**src/rtl/sonar_scan_n_if.sv**
```systemverilog
// sonar_scan_n_if: sensor, result and status bundle for the sonar scan controller.
// SONAR_MASK_EN adds the per-channel ch_enable input.
interface sonar_scan_n_if #(parameter int N_CH = 3);
    logic                start;
    logic                continuous;
    logic [N_CH-1:0]     echo;
    logic [N_CH-1:0]     trigger;
    logic [12*N_CH-1:0]  medidas;
    logic [N_CH-1:0]     timeout;
    logic                valid;
    logic [2:0]          ch_idx;
    logic                busy;
    logic                pronto;
    logic [3:0]          db_estado;
`ifdef SONAR_MASK_EN
    logic [N_CH-1:0]     ch_enable;
    modport slave (input start, continuous, echo, ch_enable,
                   output trigger, medidas, timeout, valid, ch_idx, busy, pronto, db_estado);
    modport master (output start, continuous, echo, ch_enable,
                    input trigger, medidas, timeout, valid, ch_idx, busy, pronto, db_estado);
`else
    modport slave (input start, continuous, echo,
                   output trigger, medidas, timeout, valid, ch_idx, busy, pronto, db_estado);
    modport master (output start, continuous, echo,
                    input trigger, medidas, timeout, valid, ch_idx, busy, pronto, db_estado);
`endif
endinterface

```
**src/rtl/sonar_scan_n.sv**
```systemverilog
// sonar_scan_n: round-robin HC-SR04 scan controller measuring echoes directly in BCD cm.
// Optional SONAR_MASK_EN: ch_enable skips masked channels and holds their results.
module sonar_scan_n #(
    parameter int N_CH           = 3,
    parameter int TRIG_CYCLES    = 500,
    parameter int CYC_PER_CM     = 2941,
    parameter int TIMEOUT_CYCLES = 1500000,
    parameter int GAP_CYCLES     = 50000
) (
    input logic           clock,
    input logic           reset,
    sonar_scan_n_if.slave bus
);
    localparam int CW = N_CH > 1 ? $clog2(N_CH) : 1;
    typedef enum logic [3:0] {
        IDLE      = 4'd0,
        TRIG      = 4'd1,
        WAIT_ECHO = 4'd2,
        MEASURE   = 4'd3,
        STORE     = 4'd4,
        GAP       = 4'd5,
        DONE      = 4'd6
    } state_t;
    state_t state, state_n;
    logic [N_CH-1:0] e1, e2, en, tmo;
    logic [12*N_CH-1:0] med;
    logic [31:0] cnt, pre;
    logic [11:0] acc;
    logic [CW-1:0] ch, ch_d, first, nxt;
    logic has_first, has_nxt, ld_ch, set_to, tflag, es, to, tick;

    function automatic logic [11:0] bcd_inc(input logic [11:0] v);
        if (v == 12'h999) return v;
        if (v[3:0] != 4'd9) return v + 12'd1;
        if (v[7:4] != 4'd9) return {v[11:8], v[7:4] + 4'd1, 4'd0};
        return {v[11:8] + 4'd1, 8'h00};
    endfunction

`ifdef SONAR_MASK_EN
    assign en = bus.ch_enable;
`else
    assign en = '1;
`endif

    assign es   = e2[ch];
    assign to   = cnt >= 32'(TIMEOUT_CYCLES - 1);
    assign tick = pre == 32'(CYC_PER_CM - 1);

    // Lowest enabled channel overall, and lowest enabled channel above the current one.
    always_comb begin
        first = '0;
        nxt = '0;
        has_first = 1'b0;
        has_nxt = 1'b0;
        for (int i = N_CH - 1; i >= 0; i--) begin
            if (en[i]) begin
                first = CW'(i);
                has_first = 1'b1;
            end
            if (en[i] && CW'(i) > ch) begin
                nxt = CW'(i);
                has_nxt = 1'b1;
            end
        end
    end

    always_ff @(posedge clock or negedge reset)
        if (!reset) state <= IDLE;
        else state <= state_n;

    always_comb begin
        state_n = state;
        ld_ch = 1'b0;
        ch_d = ch;
        set_to = 1'b0;
        case (state)
            IDLE, DONE:
                if ((state == IDLE && bus.start) || (state == DONE && bus.continuous)) begin
                    ld_ch = 1'b1;
                    ch_d = first;
                    state_n = has_first ? TRIG : DONE;
                end else state_n = IDLE;
            TRIG: if (cnt == 32'(TRIG_CYCLES - 1)) state_n = WAIT_ECHO;
            WAIT_ECHO:
                if (es) state_n = MEASURE;
                else if (to) begin
                    state_n = STORE;
                    set_to = 1'b1;
                end
            MEASURE:
                if (!es) state_n = STORE;
                else if (to) begin
                    state_n = STORE;
                    set_to = 1'b1;
                end
            STORE: state_n = GAP;
            GAP:
                if (cnt == 32'(GAP_CYCLES - 1)) begin
                    ld_ch = has_nxt;
                    ch_d = nxt;
                    state_n = has_nxt ? TRIG : DONE;
                end
            default: state_n = IDLE;
        endcase
    end

    // cnt times each state, but runs on across WAIT_ECHO->MEASURE so it spans trigger fall to echo fall.
    always_ff @(posedge clock or negedge reset)
        if (!reset) begin
            e1 <= '0;
            e2 <= '0;
            cnt <= '0;
            pre <= '0;
            acc <= '0;
            ch <= '0;
            tflag <= 1'b0;
            med <= '0;
            tmo <= '0;
        end else begin
            e1 <= bus.echo;
            e2 <= e1;
            cnt <= (state_n != state && !(state == WAIT_ECHO && state_n == MEASURE)) ? '0 : cnt + 32'd1;
            if (state == TRIG) begin
                pre <= '0;
                acc <= '0;
            end else if ((state == WAIT_ECHO || state == MEASURE) && es) begin
                pre <= tick ? '0 : pre + 32'd1;
                if (tick) acc <= bcd_inc(acc);
            end
            tflag <= state == TRIG ? 1'b0 : tflag | set_to;
            if (ld_ch) ch <= ch_d;
            if (state == STORE) begin
                med[12*ch +: 12] <= tflag ? 12'h999 : acc;
                tmo[ch] <= tflag;
            end
        end

    assign bus.trigger   = state == TRIG ? N_CH'(1) << ch : '0;
    assign bus.medidas   = med;
    assign bus.timeout   = tmo;
    assign bus.valid     = state == STORE;
    assign bus.ch_idx    = 3'(ch);
    assign bus.busy      = state != IDLE;
    assign bus.pronto    = state == DONE;
    assign bus.db_estado = state;
endmodule
```
**src/flat_wrapper.sv**
```systemverilog
// flat-port wrapper written by rule: the top's interface ports become plain ports
module sonar_scan_n_flat 
#(
    parameter int N_CH           = 3,
    parameter int TRIG_CYCLES    = 500,
    parameter int CYC_PER_CM     = 2941,
    parameter int TIMEOUT_CYCLES = 1500000,
    parameter int GAP_CYCLES     = 50000
)
  (clock, reset, bus_start, bus_continuous, bus_echo, bus_trigger, bus_medidas, bus_timeout, bus_valid, bus_ch_idx, bus_busy, bus_pronto, bus_db_estado);
  sonar_scan_n_if #(.N_CH(N_CH)) bus_i ();
  input logic clock;
  input logic reset;
  input wire logic [$bits(bus_i.start)-1:0] bus_start;
  input wire logic [$bits(bus_i.continuous)-1:0] bus_continuous;
  input wire logic [$bits(bus_i.echo)-1:0] bus_echo;
  output wire logic [$bits(bus_i.trigger)-1:0] bus_trigger;
  output wire logic [$bits(bus_i.medidas)-1:0] bus_medidas;
  output wire logic [$bits(bus_i.timeout)-1:0] bus_timeout;
  output wire logic [$bits(bus_i.valid)-1:0] bus_valid;
  output wire logic [$bits(bus_i.ch_idx)-1:0] bus_ch_idx;
  output wire logic [$bits(bus_i.busy)-1:0] bus_busy;
  output wire logic [$bits(bus_i.pronto)-1:0] bus_pronto;
  output wire logic [$bits(bus_i.db_estado)-1:0] bus_db_estado;
  assign bus_i.start = bus_start;
  assign bus_i.continuous = bus_continuous;
  assign bus_i.echo = bus_echo;
  assign bus_trigger = bus_i.trigger;
  assign bus_medidas = bus_i.medidas;
  assign bus_timeout = bus_i.timeout;
  assign bus_valid = bus_i.valid;
  assign bus_ch_idx = bus_i.ch_idx;
  assign bus_busy = bus_i.busy;
  assign bus_pronto = bus_i.pronto;
  assign bus_db_estado = bus_i.db_estado;
  sonar_scan_n #(.N_CH(N_CH), .TRIG_CYCLES(TRIG_CYCLES), .CYC_PER_CM(CYC_PER_CM), .TIMEOUT_CYCLES(TIMEOUT_CYCLES), .GAP_CYCLES(GAP_CYCLES)) u_core (.clock(clock), .reset(reset), .bus(bus_i));
endmodule
```
**config.mk**
```make
export PLATFORM = sky130hd
export DESIGN_NAME = sonar_scan_n_flat
export DESIGN_NICKNAME = d
export VERILOG_FILES = /design/src/rtl/sonar_scan_n_if.sv /design/src/rtl/sonar_scan_n.sv /design/src/flat_wrapper.sv
export SDC_FILE = /design/constraint.sdc
export NUM_CORES = 1
export LEC_CHECK = 0
export BUFFER_PORTS_ARGS = -buffer_cell sky130_fd_sc_hd__buf_2
export CAP_MARGIN = 20
export CELL_PAD_IN_SITES_DETAIL_PLACEMENT = 0
export CELL_PAD_IN_SITES_GLOBAL_PLACEMENT = 1
export CORE_MARGIN = 2
export CORE_UTILIZATION = 48
export CTS_BUF_LIST = sky130_fd_sc_hd__clkbuf_2 sky130_fd_sc_hd__clkbuf_4 sky130_fd_sc_hd__clkbuf_8
export DETAILED_ROUTE_END_ITERATION = 10
export PLACE_DENSITY = 0.93
export SLEW_MARGIN = 20
export SYNTH_ARGS = -nofsm -noshare
export SYNTH_HDL_FRONTEND = slang
export SYNTH_SLANG_ARGS = --single-unit
export TNS_END_PERCENT = 50
```
**constraint.sdc**
```tcl
create_clock -name clock -period 3.2 [get_ports clock]
set_input_delay 0.32 -clock clock [delete_from_list [all_inputs] [get_ports clock]]
set_output_delay 0.32 -clock clock [all_outputs]
set_load 0.02 [all_outputs]
```
Yosys cells after proc, flatten, opt, wreduce, memory -nomap -nowiden
Cells that the tools add are included.

Register bits after elaboration: 128. Input bits: 7. Output and inout bits: 52. Word-level logic and storage cells: 124.

Add/sub/neg operators: 6. $mul: 1. Order comparisons: 6. Equality and inequality tests: 17. Shifts and indexed selects: 3. Multiplexer cells: 61. Bitwise gates (word level): 1. Reduce and logical (&&, ||, !) cells: 18.

Operator list (count): $mux 32 (4); $mux 12 (10); $add 32x1->32 const B (2); $bwmux 36 (1); $shift 12x34->36 const A (1); $shiftx 12x34->36 (1); $neg 6->34 (1); $eq 32x12->1 const B (1); $eq 32x16->1 const B (1); $eq 32x9->1 const B (1); $ge 32x21->1 const B (1); $mux 1 (27); $pmux 4 s6 (1); $mux 4 (5); $add 12x1->12 const B (1); $eq 12x12->1 const B (1); $eq 4x2->1 const B (3); $eq 4x3->1 const B (3); $mux 2 (5); $add 4x1->4 const B (2); $ne 4x4->1 const B (2); $logic_and 1x1->1 (6); $mux 3 (2); $reduce_bool 2->1 (3); 24 further kinds (28).

Depth between registers and ports, before layout
Gate-level depths: netlist of run 1.

Depth in word-level cells: 20. Depth in mapped cells: 10. Mapped depth without buffers: 8.

Worst setup path after synthesis of run 1
Ideal clock, no wire load.

Kind: flip-flop to flip-flop. From: register u_core.ch[0]. To: register u_core.med[12], in the netlist u_core.bus.medidas[12]. Library setup time: 69 ps. Arrival: 2834 ps. Data required time: 3131 ps. Slack: 297 ps. Cell stages (with the launch flop): 9. Buffers on the path: 3. Period minus slack after synthesis: 2903 ps. Cell sequence: dfrtp_1 -> clkbuf_1 -> inv_1 -> ha_1 -> clkbuf_1 -> nand2b_1 -> clkbuf_1 -> nor3_1 -> a22o_1.

Cells in the longest elaborated chain, start to end: 4. Elaborated cells on any way between the ends: 5. Those cells by class: add/sub (1); mul (1); shift (2); mux (1).

Ends and longest elaborated chain: from (decl) (line sonar_scan_n.sv:29) `logic [CW-1:0] ch, ch_d, first, nxt;`; from (signal assigned) (line sonar_scan_n.sv:131) `if (ld_ch) ch <= ch_d;`; $mul 2x2->4 (*) (line sonar_scan_n.sv:133) `med[12*ch +: 12] <= tflag ? 12'h999 : acc;`; $neg 6->34 (*) (line sonar_scan_n.sv:133); $shiftx 12x34->36 / $shift 12x34->36 (equally long branches) (line sonar_scan_n.sv:133); $bwmux 36 (*) (line sonar_scan_n.sv:133); to (signal, indexed assignment) (line sonar_scan_n.sv:133); to (decl) (line sonar_scan_n.sv:26) `logic [12*N_CH-1:0] med;`.

Every way passes the cells marked *; elsewhere a longest branch is shown, timed or not. A chain may end at the register's enable or synchronous reset.

Final worst setup path of run 1
From: register u_core.cnt[16]. To: register u_core.cnt[27].

Cells in the longest elaborated chain, start to end: 9. Elaborated cells on any way between the ends: 16. Those cells by class: add/sub (1); order compare (1); eq/ne (4); mux (7); reduce/logical (3).

Ends and longest elaborated chain: from (decl) (line sonar_scan_n.sv:27) `logic [31:0] cnt, pre;`; from (signal assigned) (line sonar_scan_n.sv:122) `cnt <= (state_n != state && !(state == WAIT_ECHO && state_n == MEASURE)) ? '0 : cnt + 32'd1;`; $ge 32x21->1 (line sonar_scan_n.sv:46) `assign to = cnt >= 32'(TIMEOUT_CYCLES - 1);`; $mux 4 (line sonar_scan_n.sv:86, sonar_scan_n.sv:92); $mux 4 (on tied branches) (line sonar_scan_n.sv:91, sonar_scan_n.sv:85); $pmux 4 s6 (line sonar_scan_n.sv:76) `case (state)`; $eq 4x2->1 (line sonar_scan_n.sv:122); $logic_and 1x1->1 (line sonar_scan_n.sv:122); $logic_not 1->1 (line sonar_scan_n.sv:122); $logic_and 1x1->1 (line sonar_scan_n.sv:122); $mux 32 (*) (line sonar_scan_n.sv:122).

Marked as above.

==> impl_metrics.yaml, run 1 <==
synth:
  ys_warn_count: 0
  ys_seq_area_frac: 0.446
  synth_top_area_cell: "dfrtp_1"
  synthArstFlopShare: 1.00
  ys_types: 70
  ys_ff_latch: 128
  yosysTopAreaCellShare: 0.446
  ys.flop_type: "dfrtp_1"
  syn_inst: 793
  syn-cell-area_um2: 7180
  synth_area_per_cell_um2: 9.05
  ys_top_cells_by_area: "dfrtp_1 (45%), nand2_1 (4.7%), nor2_1 (4.4%)"
  synth_edf_count: 0
timing:
  min_period_ns: 2.78
  fmax_mhz: 359
  finalSetupTns_ns: 0
  layout_setup_ws_ns: 0.418
  hold_viol: 0
  setup_violations: 0
  slew_headroom: 0.312
  rsz0062_at_grt: "false"
  period_share: 0.869
  tightest_slew_ns: 1.03
  slew_viol_final: 0
  finClkSkew_ns: 0.0129
critical_path:
  critPathSlowestCell: "o211ai_1"
  slowest_delay_ns: 0.68
  critPathLaunch: "u_core.cnt[16]"
  cp_max_fo: 9
  crit_required_ns: 3.54
  path_cells: "or2_2 > a2111oi_0 > a221o_1 > o21ai_0 > o211ai_1 > buf_4 > nor2_1"
  reg2reg_slack_ns: 0.42
  cp_top_family: "compound AO/OA/AOI/OAI gates"
  worstReg2RegStart: "u_core.cnt[16]"
  arrival_ns: 3.13
  critPathCaptureType: "flop"
  start_kind: "flop"
  path_class: "reg -> reg"
  crit_buf_inv: 1
finish:
  final_layout_size_suffix_gt1_frac: 0.158
  syn_to_final_growth_pct: 13.3
  finalNonFillerCells: 1053
  fin_nets: 878
  multi_input_area_um2: 3770
  antenna_cells: 0
  register_area_um2: 3200
  final_util: 0.558
  fillers: 1331
clock_tree:
  cts_root_buf: "clkbuf_8"
  clk_pin_slew_worst_paths_ns: 0.08
  cts.repair.resized: 0
  clock_latency_ns: 0.45
  htreeDepth: 4
  cts_buffer_depth: 2
  cts.sink_count: 128
  cts_tree: "built"
  cts_buffers: 17
floorplanning:
  die-area_um2: 15900
  dieHeight_um: 126
  start_util: 0.492
  io_pins: 59
  rows: 44
  die_x_um: 126
  core_area_um2: 14600
power:
  p_per_area_nw_per_um2: 415
  totalPowerFinal_mw: 3.38
  vdd_drop_max_mv: 0.241
  total_leakage_power_nw: 3.62
drt:
  routed_wl_um: 17300
  drt-pass1-iter-count: 6
  wl_per_cell_um: 16.4
  initialDrtViolationCount: 533
  viasPerCell: 5.85
  vias: 6156
  drtAntennaViolNets: 0
  drc_errors: 0
global_routing:
  grt_pass1_vias: 5745
  grt_max_degree: 61
  grt_antenna_before_repair: 0
  grt.total_usage: 0.223
  grt_overflow_total: 0
  grt_pass1_wl_um: 29000
placed_design:
  gp_congestion: 0.883
  preCtsSetupSlack_ns: 0.489
  placed_cells: 1017
  dp_hpwl_um: 12200
  placement.io_buffers: 57
min_path:
  min_path_type: "reg -> reg"
  hp-start: "u_core.e1[2]"
job:
  cap_violations: 0
outcome:
  status: "complete, no violations"
-- cell type report --
cell class | instances | share of cell area
multi-input cells | 613 | 0.464
repair buffers | 80 | 0.0594
inverters | 16 | 0.00738
clock buffers | 18 | 0.0305
clock inverters | 14 | 0.0172
well taps | 184 | 0.0283
flip-flops and latches | 128 | 0.394
-- layout by cell type (no fill, tap or decap), types with 4 or more instances in the layout --
master,netlist,final
nor2_1,85,85
dlygate4sd3_1,0,4
a22o_1,16,16
o22ai_1,6,6
xnor2_1,19,19
or2_2,8,8
dfrtp_1,128,128
o21bai_1,4,4
o31ai_1,16,16
xor2_1,28,28
and4_1,5,5
a31oi_1,10,10
buf_2,4,56
nand2b_1,10,10
nor4_1,20,20
o21ai_0,50,50
o211ai_1,5,5
nand4_1,19,19
and2_1,8,8
inv_1,16,16
ha_1,15,15
mux2i_1,8,8
or3_1,8,8
clkinv_2,0,5
nand2_1,89,89
or4_1,7,7
a21oi_1,30,30
buf_4,1,19
clkbuf_8,0,18
nand3_1,40,40
and3_1,21,21
mux2_2,7,7
clkinvlp_4,0,5
nor3_1,15,15
-- sequential cells by signal, summed over array words and instances (netlist names) --
name / count
u_core.acc: 12
u_core.e1: 3
u_core.cnt: 32
u_core.pre: 32
u_core.ch: 2
u_core.bus.db_estado: 4
u_core.bus.timeout: 3
u_core.tflag: 1
u_core.e2: 3
u_core.bus.medidas: 36
-- kinds of logic (layout without fill, tap and decap cells) --
group	after synthesis	count (layout)	synth area share
xor gates and xnor gates	47	47	0.0573
adders and majority gates	16	16	0.0275
AOI/OAI and AO/OA	167	167	0.151
muxes	15	15	0.0221
DFF	128	128	0.446
other	1	2	0.000522
buffers and inverters	53	128	0.0289
and+or+nand+nor	366	366	0.267
-- metrics by stage --
stage,instance area (um^2),hold WS (ns)
after floorplan,7180,0.0244
after global placement,7710,0.364
after detailed placement,7710,0.362
after CTS,8140,0.384
after global routing,8140,0.394
final,8140,0.377
-- synth_stat cells (3+ instances only) --
| library cell | instances |
|---|---|
| ha_1 | 15 |
| or3b_2 | 3 |
| a21oi_1 | 30 |
| and3_1 | 21 |
| dfrtp_1 | 128 |
| nor2_1 | 85 |
| o21ai_0 | 50 |
| a211o_1 | 3 |
| nand2_1 | 89 |
| nor4_1 | 20 |
| or2_2 | 8 |
| and2_1 | 8 |
| nand3b_1 | 3 |
| buf_2 | 4 |
| nand4_1 | 19 |
| nor3_1 | 15 |
| o211ai_1 | 5 |
| mux2_2 | 7 |
| or3_1 | 8 |
| o21bai_1 | 4 |
| o21ai_1 | 3 |
| a31oi_1 | 10 |
| and3b_1 | 3 |
| a22o_1 | 16 |
| inv_1 | 16 |
| xor2_1 | 28 |
| mux2i_1 | 8 |
| o31ai_1 | 16 |
| nor2b_1 | 3 |
| o22ai_1 | 6 |
| clkbuf_1 | 30 |
| xnor2_1 | 19 |
| nor4b_1 | 3 |
| and4_1 | 5 |
| or4_1 | 7 |
| nand3_1 | 40 |
| nor3b_1 | 3 |
| o41ai_1 | 3 |
| nand2b_1 | 10 |
-- worst paths after layout --
| check | to | cells after the start |
|---|---|---|
| max in group asynchronous | u_core.e1[0] | 4 |
| min reg2reg | u_core.e2[2] | 0 |
| max | u_core.cnt[27] | 7 |
| min in group asynchronous | u_core.pre[19] | 2 |
| max reg2reg | u_core.cnt[27] | 7 |
| min | u_core.e2[2] | 0 |
-- worst reg2reg max path: stages, from the launching register on --
cell       delay (ns)
dfrtp_1          0.42
or2_2            0.32
a2111oi_0        0.40
a221o_1          0.36
o21ai_0          0.18
o211ai_1         0.68
buf_4            0.27
nor2_1           0.05
-- layer usage --
metal	share of wire	GRT usage
met1	0.48	0.319
met3	0.049	0.0515
met2	0.46	0.341
met5	0	0
met4	0.015	0.0672
-- power breakdown --
part,internal [mW],switching (mW)
Sequential,1.65,0.0654
Combinational,0.105,0.190
Clock,0.706,0.664
Total,2.46,0.919
-- timing repair --
item                      CTS  global route
hold endpoints to repair   62             0
setup buffers               0             0
hold buffers                4             0
Note: power is estimated with default switching activity, not from simulation.
==> run 2, diff against run 1 <==
- GPL_TIMING_DRIVEN: unset -> 1
- PLACE_DENSITY: 0.93 -> unset
- PLACE_DENSITY_LB_ADDON: unset -> 0.1
==> run 2 against run 1 <==
Die area did not move. Critical path depth is 2 higher. First-iteration DRC count up 48%. Sequential power hardly changed. Routed wire length rose by 6.4%. Clock skew down 0.0014 ns. Sequential share of layout area is 0.42 points lower. Worst hold slack got worse by 0.026 ns. Clock power grew 20%. Final cell count unchanged. Flip-flop and latch count unchanged.
==> impl_metrics.yaml, run 2 (synthesis results as in run 1) <==
timing:
  slew_viol_final: 0
  tightest_slew_ns: 0.912
  rsz0062_at_grt: "false"
  finalSetupTns_ns: 0
  timing.hold.ws_ns: 0.351
  period_share: 0.830
  fmax_mhz: 377
  finClkSkew_ns: 0.0115
  setup_violations: 0
  slew_headroom: 0.386
  min_period_ns: 2.65
  hold_viol: 0
finish:
  layout_common_cells: "dfrtp_1 (128), nand2_1 (89), nor2_1 (85), buf_2 (56), o21ai_0 (50)"
  fillers: 1277
  layout_commonest_cell: "dfrtp_1"
  largest_reg_flops: 36
  final_layout_size_suffix_gt1_frac: 0.159
  antenna_cells: 0
  fin_nets: 878
  final_area_um2: 8220
  syn_to_final_growth_pct: 14.6
power:
  p_int_mw: 2.72
  p_seq_frac: 0.471
  power_frac_comb: 0.081
  p_per_area_nw_per_um2: 445
  swShare: 0.255
  pwr-share-clk: 0.448
  switching_power_mw: 0.931
  total_leakage_power_nw: 3.66
  vdd_drop_max_mv: 0.294
  totalPowerFinal_mw: 3.66
floorplanning:
  dieHeight_um: 126
  die-area_um2: 15900
  rows: 44
  start_util: 0.492
  die_x_um: 126
  core_area_um2: 14600
  io_pins: 59
placed_design:
  dp_hpwl_um: 13000
  placedInstanceArea_um2: 7700
  placement.io_buffers: 57
  gp_congestion: 0.948
drt:
  wl_per_cell_um: 17.5
  drc_errors: 0
  initialDrtViolationCount: 790
  viasPerCell: 5.92
  vias: 6230
  drt-pass1-iter-count: 5
  routed_wl_um: 18400
  drtAntennaViolNets: 0
outcome:
  status: "complete, no violations"
critical_path:
  start_kind: "flop"
  crit_required_ns: 3.56
  critPathCaptureType: "flop"
  path_class: "reg -> reg"
  cp_max_fo: 20
  arrival_ns: 3.02
clock_tree:
  cts_root_buf: "clkbuf_8"
  cts_tree: "built"
  cts_buffers: 17
  cts.sink_count: 128
  htreeDepth: 4
  cts_buffer_depth: 2
  clock_latency_ns: 0.44
  clk_pin_slew_worst_paths_ns: 0.08
job:
  cap_violations: 0
global_routing:
  grt_max_degree: 62
  grt_antenna_before_repair: 0
  grt.total_usage: 0.239
  grt_pass1_wl_um: 30900
  grt_pass1_vias: 5950
  grt_overflow_total: 0
min_path:
  min_path_type: "reg -> reg"
## run 2: area by class of cell
| cell class | count | area [um^2] | share of cell area |
|---|---|---|---|
| Clock inverter | 13 | 210 | 0.0256 |
| Clock buffer | 19 | 262 | 0.0318 |
| Timing Repair Buffer | 80 | 483 | 0.0587 |
| Sequential cell | 128 | 3200 | 0.390 |
| Inverter | 16 | 60.1 | 0.00730 |
| Multi-Input combinational cell | 613 | 3770 | 0.459 |
| Tap cell | 184 | 230 | 0.0280 |
## run 2: stage by stage
| step | instances | util | worst slack [ns] |
|---|---|---|---|
| floorplan | 794 | - | 0.297 |
| global placement | 1016 | 0.528 | 0.462 |
| detailed placement | 1016 | 0.528 | 0.303 |
| CTS | 1052 | 0.563 | 0.311 |
| global route | 1053 | 0.564 | 0.386 |
| finish | 1053 | 0.564 | 0.545 |
## run 2: repair_timing
item                                    in CTS  in global routing
hold buffers                                 4                  0
hold endpoints to repair                    62                  0
endpoints found under the setup margin       0                  0
setup buffers                                0                  0
resized for setup                            0                  0
## run 2: path summary, 6_finish.rpt
path / cells past startpoint / start / end / slack [ns]
max in group asynchronous: 3 / reset / u_core.pre[16] / 1.95
setup reg to reg: 9 / u_core.pre[0] / u_core.acc[11] / 0.55
min in group asynchronous: 2 / reset / u_core.bus.medidas[16] / 0.50
hold reg to reg: 0 / u_core.e1[1] / u_core.e2[1] / 0.35
hold / removal: 0 / u_core.e1[1] / u_core.e2[1] / 0.35
setup / recovery: 9 / u_core.pre[0] / u_core.acc[11] / 0.55
## run 2: power groups by stage
| stage | registers, mW | logic (mW) | clock network (mW) |
|---|---|---|---|
| floorplan | 1.71 | 0.209 | 0 |
| global placement | 1.75 | 0.288 | 0 |
| detailed placement | 1.75 | 0.293 | 0 |
| CTS | 1.72 | 0.298 | 1.68 |
| global route | 1.73 | 0.338 | 1.76 |
| finish | 1.72 | 0.296 | 1.64 |
## run 2: routing by layer
| metal | global-route usage | vias to the layer above | routed length, um |
|---|---|---|---|
| met4 | 0.0827 | 0 | 440 |
| li1 | - | 2991 | - |
| met2 | 0.370 | 163 | 8580 |
| met3 | 0.0548 | 33 | 841 |
| met1 | 0.331 | 3043 | 8560 |
| met5 | 0 | - | 0 |
## run 2: worst max-delay path, stage by stage, from the launching register on
cell	delay (ns)
dfrtp_1	0.45
inv_1	0.09
ha_1	0.15
nor4b_1	0.27
nand4_1	0.23
nor4_4	0.36
a31oi_1	0.12
buf_4	0.22
or4_1	0.52
a21oi_1	0.16
==> run 3, diff against run 2 <==
- ABC_AREA: unset -> 1
- CORE_UTILIZATION: 48 -> 42
- clock period: 3.2 -> 2.2 ns (I/O delays scaled with it)
==> run 3 against run 2 <==
Non-clock buffer count up 61. Sequential power up 41%. Critical path type is now reg -> out. Setup slack got worse by 0.43 ns. Largest cell class unchanged. Routed wire length is 17% higher. Final cell count grew 31%. Core utilization is 3.8 points lower. Clock skew fell by 0.00075 ns.
==> impl_metrics.yaml, run 3 <==
outcome:
  status: "complete, no violations"
critical_path:
  critPathCaptureType: "output port"
  arrival_ns: 1.87
  crit_required_ns: 1.98
  cp_max_fo: 7
  path_class: "reg -> out"
  start_kind: "flop"
drt:
  drtAntennaViolNets: 0
  routed_wl_um: 21600
  drt-pass1-iter-count: 5
  drc_errors: 0
  wl_per_cell_um: 15.6
  vias: 7138
  initialDrtViolationCount: 481
  viasPerCell: 5.16
timing:
  period_share: 0.949
  fmax_mhz: 479
  timing.hold.ws_ns: 0.280
  slew_headroom: 0.598
  hold_viol: 0
  rsz0062_at_grt: "true"
  slew_viol_final: 0
  min_period_ns: 2.09
  layout_setup_ws_ns: 0.111
  setup_violations: 0
  finalSetupTns_ns: 0
  finClkSkew_ns: 0.0107
  tightest_slew_ns: 0.600
floorplanning:
  dieHeight_um: 139
  die_x_um: 139
  rows: 49
  core_area_um2: 17900
  start_util: 0.426
  io_pins: 59
  die-area_um2: 19300
finish:
  final_area_um2: 9410
  fillers: 1770
  fin_nets: 1162
  final_util: 0.526
  layout_common_cells: "nand2_1 (183), dfrtp_1 (122), nor2_1 (114), inv_1 (107), o21ai_0 (93)"
  register_area_um2: 3210
  multi_input_area_um2: 3960
  layout_commonest_cell: "nand2_1"
  largest_reg_flops: 36
  finalNonFillerCells: 1383
  final_layout_size_suffix_gt1_frac: 0.246
  syn_to_final_growth_pct: 23.4
global_routing:
  grt.total_usage: 0.228
  grt_pass1_wl_um: 35800
  grt_antenna_before_repair: 0
  grt_pass1_vias: 6946
  grt_overflow_total: 0
  grt_max_degree: 62
power:
  totalPowerFinal_mw: 4.93
  vdd_drop_max_mv: 0.371
  total_leakage_power_nw: 4.40
  p_per_area_nw_per_um2: 524
synth:
  syn_inst: 1008
  synth_area_per_cell_um2: 7.57
  ys_top_cells_by_area: "dfrtp_1 (42%), nand2_1 (9.4%), nor2_1 (6.2%)"
  ys_seq_area_frac: 0.420
  ys_ff_latch: 128
  ys_warn_count: 0
  syn-cell-area_um2: 7630
  yosysTopAreaCellShare: 0.420
  synth_most_common_cell: "nand2_1"
  synth_common_cells: "nand2_1 (190), dfrtp_1 (128), nor2_1 (126), inv_1 (109), o21ai_0 (93)"
  synth_edf_count: 0
  ys_types: 46
  synthArstFlopShare: 1.00
  synth_top_area_cell: "dfrtp_1"
  ys.flop_type: "dfrtp_1"
clock_tree:
  htreeDepth: 4
  clk_pin_slew_worst_paths_ns: 0.08
  cts_buffer_depth: 2
  cts_tree: "built"
  cts_buffers: 17
  clock_latency_ns: 0.46
  cts_root_buf: "clkbuf_8"
  cts.sink_count: 128
placed_design:
  placed_cells: 1328
  placedInstanceArea_um2: 8600
  placement.io_buffers: 57
  preCtsSetupSlack_ns: 0.0838
  gp_congestion: 0.882
  dp_hpwl_um: 15800
job:
  cap_violations: 0
min_path:
  min_path_type: "in -> reg"
## run 3: cell types whose count changed after synthesis, sizes merged, moves of 14 or more
cell,before,now
a21oi,30,74
a22o,16,1
and3,21,2
inv,16,129
nand2,89,198
nand3,40,61
nor2,86,134
nor3,18,32
nor4,22,8
o21ai,53,96
xnor2,19,5
## run 3: kinds of logic (layout without fill, tap and decap cells)
family | after synthesis | count (layout) | share of synthesized area
XOR/XNOR | 33 | 33 | 0.0379
flip-flops | 128 | 128 | 0.420
adder cells (fa/ha/maj) | 15 | 15 | 0.0246
buffers and inverters | 159 | 303 | 0.0837
AO/OA/AOI/OAI | 205 | 205 | 0.160
AND/OR/NAND/NOR | 467 | 467 | 0.273
other | 1 | 3 | 0.000492
## run 3: path summary, 6_finish.rpt
| path | to | startpoint | cells after the start | slack [ns] |
|---|---|---|---|---|
| hold reg to reg | u_core.e2[1] | u_core.e1[1] | 0 | 0.36 |
| min in group asynchronous | u_core.pre[31] | reset | 2 | 0.31 |
| max in group asynchronous | u_core.acc[1] | reset | 3 | 1.21 |
| hold / removal | u_core.ch[1] | bus_continuous | 5 | 0.28 |
| setup / recovery | bus_trigger[1] | u_core.bus.db_estado[3] | 6 | 0.11 |
| setup reg to reg | u_core.cnt[19] | u_core.bus.db_estado[1] | 13 | 0.13 |
## run 3: metal layers
layer | GRT usage | vias up | part of all wire
met3 | 0.0421 | 20 | 0.037
li1 | - | 3595 | -
met4 | 0.0505 | 0 | 0.010
met1 | 0.320 | 3378 | 0.48
met5 | 0 | - | 0
met2 | 0.372 | 145 | 0.47
## run 3: repair_timing
action,CTS,global route
pin swaps,0,8
gates resized for setup,3,50
buffers inserted,0,14
setup endpoints to repair,3,52
hold buffers,4,0
cloned,0,4
endpoints found under the hold margin,61,0
## run 3: final cells by class
| cell class | count | share of cell area |
|---|---|---|
| antenna | 1 | 0.000266 |
| multi-input combinational | 722 | 0.420 |
| sequential | 128 | 0.341 |
| clock buffer | 19 | 0.0278 |
| inverter | 130 | 0.0540 |
| timing repair buffer | 141 | 0.112 |
| tap | 229 | 0.0304 |
| clock inverter | 13 | 0.0145 |
## run 3: power breakdown
part / switching [mW] / internal (mW)
sequential: 0.0416 / 2.38
combinational: 0.264 / 0.154
clock: 1.03 / 1.07
total: 1.33 / 3.60
## run 3: worst max-delay path, cell delays in order, from the launching register on
cell	delay (ns)
dfrtp_2	0.48
nor2_4	0.20
nand2_4	0.12
buf_4	0.16
buf_4	0.17
nor2_1	0.08
buf_2	0.20
